--- src/rtl/shift_unit.sv ---
// Multi-cycle LSL/LSR/ASR/ROR shifter with valid/ready handshakes on both sides.
// Define SHIFT_UNIT_FAST_EN to swap the one-bit-per-cycle datapath for a single-cycle barrel shift.
module shift_unit #(
  parameter int WIDTH = 16,
  parameter int AMT_W = 4
) (
  input  logic             clk,
  input  logic             rst_n,
  input  logic             in_valid,
  output logic             in_ready,
  input  logic [WIDTH-1:0] in_data,
  input  logic [AMT_W-1:0] in_amt,
  input  logic [1:0]       in_mode,
  output logic             out_valid,
  input  logic             out_ready,
  output logic [WIDTH-1:0] out_data,
  output logic             out_carry
);

  typedef enum logic [1:0] {
    IDLE  = 2'd0,
    SHIFT = 2'd1,
    DONE  = 2'd2
  } state_t;

  state_t           r_state;
  state_t           w_nextState;
  logic [WIDTH-1:0] r_data;
  logic [AMT_W-1:0] r_cnt;
  logic [1:0]       r_mode;
  logic             r_carry;
  logic [WIDTH-1:0] w_shData;
  logic             w_shCarry;

`ifdef SHIFT_UNIT_FAST_EN
  // WIDTH - amt wraps to 0 for amt 0, which makes the ROR left term a no-op.
  logic [AMT_W-1:0] w_lslIdx;
  logic [AMT_W-1:0] w_rIdx;

  assign w_lslIdx = AMT_W'(WIDTH - int'(r_cnt));
  assign w_rIdx   = r_cnt - 1'b1;

  always_comb begin
    w_shData  = r_data;
    w_shCarry = 1'b0;
    case (r_mode)
      2'b00: begin
        w_shData  = r_data << r_cnt;
        w_shCarry = (r_cnt != '0) && r_data[w_lslIdx];
      end
      2'b01: begin
        w_shData  = r_data >> r_cnt;
        w_shCarry = (r_cnt != '0) && r_data[w_rIdx];
      end
      2'b10: begin
        w_shData  = $signed(r_data) >>> r_cnt;
        w_shCarry = (r_cnt != '0) && r_data[w_rIdx];
      end
      default: begin
        w_shData  = (r_data >> r_cnt) | (r_data << w_lslIdx);
        w_shCarry = (r_cnt != '0) && r_data[w_rIdx];
      end
    endcase
  end
`else
  always_comb begin
    w_shData  = r_data;
    w_shCarry = 1'b0;
    case (r_mode)
      2'b00: begin
        w_shData  = {r_data[WIDTH-2:0], 1'b0};
        w_shCarry = r_data[WIDTH-1];
      end
      2'b01: begin
        w_shData  = {1'b0, r_data[WIDTH-1:1]};
        w_shCarry = r_data[0];
      end
      2'b10: begin
        w_shData  = {r_data[WIDTH-1], r_data[WIDTH-1:1]};
        w_shCarry = r_data[0];
      end
      default: begin
        w_shData  = {r_data[0], r_data[WIDTH-1:1]};
        w_shCarry = r_data[0];
      end
    endcase
  end
`endif

  always_ff @(posedge clk or negedge rst_n) begin
    if (!rst_n) begin
      r_state <= IDLE;
    end else begin
      r_state <= w_nextState;
    end
  end

  always_comb begin
    w_nextState = r_state;
    in_ready    = 1'b0;
    out_valid   = 1'b0;
    case (r_state)
      IDLE: begin
        in_ready = 1'b1;
        if (in_valid) begin
          w_nextState = SHIFT;
        end
      end
      SHIFT: begin
`ifdef SHIFT_UNIT_FAST_EN
        w_nextState = DONE;
`else
        if (r_cnt == '0) begin
          w_nextState = DONE;
        end
`endif
      end
      DONE: begin
        out_valid = 1'b1;
        if (out_ready) begin
          w_nextState = IDLE;
        end
      end
      default: w_nextState = IDLE;
    endcase
  end

  // The working register doubles as the result register, so DONE holds it untouched.
  always_ff @(posedge clk or negedge rst_n) begin
    if (!rst_n) begin
      r_data  <= '0;
      r_cnt   <= '0;
      r_mode  <= 2'b00;
      r_carry <= 1'b0;
    end else begin
      case (r_state)
        IDLE: begin
          if (in_valid) begin
            r_data  <= in_data;
            r_cnt   <= in_amt;
            r_mode  <= in_mode;
            r_carry <= 1'b0;
          end
        end
        SHIFT: begin
`ifdef SHIFT_UNIT_FAST_EN
          r_data  <= w_shData;
          r_carry <= w_shCarry;
`else
          if (r_cnt != '0) begin
            r_data  <= w_shData;
            r_carry <= w_shCarry;
            r_cnt   <= r_cnt - 1'b1;
          end
`endif
        end
        default: begin
        end
      endcase
    end
  end

  assign out_data  = r_data;
  assign out_carry = r_carry;

endmodule

--- config.mk ---
export PLATFORM = sky130hd
export DESIGN_NAME = shift_unit
export DESIGN_NICKNAME = d
export VERILOG_FILES = /design/src/rtl/shift_unit.sv
export SDC_FILE = /design/constraint.sdc
export NUM_CORES = 1
export LEC_CHECK = 0
export CORE_MARGIN = 2
export CORE_UTILIZATION = 50
export CTS_CLUSTER_SIZE = 30
export DETAILED_ROUTE_END_ITERATION = 8
export PLACE_DENSITY_LB_ADDON = 0.3
export SLEW_MARGIN = 40
export SYNTH_ARGS = -nofsm -noshare
export SYNTH_HDL_FRONTEND = slang
export SYNTH_SLANG_ARGS = --single-unit
export TNS_END_PERCENT = 1
--- constraint.sdc ---
create_clock -name clk -period 3.9 [get_ports clk]
set_input_delay 0.39 -clock clk [delete_from_list [all_inputs] [get_ports clk]]
set_output_delay 0.39 -clock clk [all_outputs]
set_load 0.02 [all_outputs]
==> results.cfg <==
[placement]
place_congestion = 0.8111
dp.cells = 222
hpwl_um = 2543
port_buffers = 44
dpl-instance-area_mm2 = 0.001901

[cts]
htree_levels = 1
clock_sinks = 25
cts_resized = 0
cts_tree = built
clk-insertion-delay-late_ps = 350
cts-hold-fix-buffers = 0
cts-root-buf = clkbuf_4
cts_buffers = 3
clk_pin_slew_ps = 150
cts_setup_buffers = 0
clock_path_buffers = 2

[routing]
final_antenna_net_count = 0
vias = 1408
route.detailed.drc = 3
vias_per_cell = 6.230
drtPass1Iterations = 6
wl_um = 3850
wl_per_cell_um = 17.04
first_iter_violations = 61

[yosys]
synth_fp_nets = 188
yosys.area_share.xor_xnor_pct = 0
ys_seq_elements = 25
muxShareOfSynthArea_pct = 2.831
synthCells = 161
yosys.area_share.simple_pct = 11.82
synthAdderAreaFrac_pct = 0.8326
synth_top_family_by_area = compound AO/OA/AOI/OAI gates
yosys_warnings = 0
synth_area_mm2 = 0.001503
syn_avg_cell_area_um2 = 9.333
synth_compound_area_share_pct = 35.05
async_flop_share_pct = 100.0
ys_types = 34
synth_edf_count = 0
synthFlopType = dfrtp_1
yosysSeqAreaShare_pct = 41.63

[timing]
hold_viol = 0
clock_skew_ps = 14.13
finalCritPeriodShare_pct = 52.60
min_period_ps = 2052
slew_headroom_pct = 45.66
setup-violations-final = 0
slew_violations = 0
fmax_mhz = 487.4
rsz0062_at_grt = false
finalSetupTns_ps = 0
holdWs_ps = 5.161
tightest_slew_ps = 815.1

[floorplanning]
rows = 19
ios = 45
initial_core_util_pct = 53.57
fp.dieArea_mm2 = 0.003460
core_mm2 = 0.002805
die_x_um = 58.82
die_h_um = 58.82

[global_route]
first_global_vias = 1406
grt_util_all_layers_pct = 24.43
grt_max_degree = 26
grt_pass1_wl_um = 6423
overflow = 0
antenna_found_initial = 0

[worst_setup_path]
crit_arrival_ps = 1660
crit_fanout = 9
path_class = reg -> out
critPathRequiredTime_ps = 3510
r2r_slack_ps = 2120
startpoint_type = flip-flop
cp-end-kind = output port

[power]
leakage_nw = 0.7455
ir_drop_mv = 0.4603
power.density_mw_per_mm2 = 942.2

[final_layout]
instances_no_fill = 226
final_nets = 223
final_util_pct = 68.82
drive_gt1_share_pct = 6.154
antennaDiodeCount = 0
area_delta_synth_final_pct = 28.48
final_area_mm2 = 0.001931

[min_path]
holdCritPathClass = in -> async

[job]
maxCapViolations = 0

[outcome]
violations = design-rule violations
status = finished with violations
synthesized netlist by cell type (all sizes together), types with 2 or more instances:
library cell  number  area [um2]
dfrtp             25       625.6
o21ai             21       105.1
nor2              16       67.56
o31ai             16       120.1
a211oi            15       112.6
o21a              15       112.6
buf               10       68.81
inv                7       26.28
clkbuf             6       22.52
nor2b              3       18.77
a21oi              2       10.01
mux2               2       22.52
mux2i              2       20.02
nand2              2       7.510
nor3b              2       15.01
layer usage:
metal | global-route usage [%] | up-vias | share of wire (%)
met5 | 0 | - | 0
met4 | 10.71 | 0 | 2.1
met3 | 3.736 | 7 | 5.2
met2 | 41.90 | 55 | 49
met1 | 30.32 | 677 | 44
li1 | - | 669 | -
stage by stage:
step	setup slack, ps	power, mW
after floorplan	2424	1.347
after global placement	2060	1.650
after detailed placement	2000	1.695
after CTS	1846	1.824
after global routing	1758	1.961
final	1848	1.819
worst paths after layout:
| kind | from | end | depth (start not counted) |
|---|---|---|---|
| max in group asynchronous | rst_n | r_cnt[1] | 1 |
| worst min-delay path | rst_n | r_mode[1] | 1 |
| worst max-delay path | r_state[1] | out_valid | 2 |
| worst min register to register | out_data[15] | out_data[15] | 2 |
| min in group clk | out_data[15] | out_data[15] | 2 |
| worst max register to register | r_cnt[0] | out_data[15] | 6 |
logic make-up (layout without fill, tap and decap cells):
group / count (synthesis) / after routing
buffers and inverters: 23 / 57
AND/OR/NAND/NOR: 31 / 31
flip-flops: 25 / 25
multiplexers: 4 / 4
AO/OA/AOI/OAI: 77 / 77
adder cells (fa/ha/maj): 1 / 1
critical path: stages (launching register included):
cell and delay, ps:
dfrtp_1 500, nor2b_1 200, clkdlybuf4s50_1 620
power by group:
group | switching (mW) | internal [mW] | leakage [nW]
sequential | 0.198 | 0.399 | 0.301
clock | 0.0873 | 0.0395 | 0.0139
combinational | 0.566 | 0.530 | 0.431
total | 0.851 | 0.968 | 0.745
state kept, by name, summed over array words and instances (netlist names):
register	cells
out_data	16
r_mode	2
r_state	2
r_cnt	4
out_carry	1
layout make-up:
class	instances	area, um2
clock inverters	1	7.507
repair buffers	46	450.4
inverters	7	26.28
fillers	238	874.6
clock buffers	3	22.52
multi-input cells	113	759.5
well taps	31	38.79
flip-flops and latches	25	625.6
placed cells by master, fill, tap and decap left out, drive strengths merged, types with 2 or more instances in the layout:
cell type / n
o21ai: 21
o31ai: 16
mux2: 2
buf: 3
mux2i: 2
clkbuf: 3
a211oi: 15
nand2: 2
inv: 7
o21a: 15
a21oi: 2
nor3b: 2
nor2: 16
dfrtp: 25
nor2b: 3
clkdlybuf4s50: 43
Note: power is estimated with default switching activity, not from simulation.
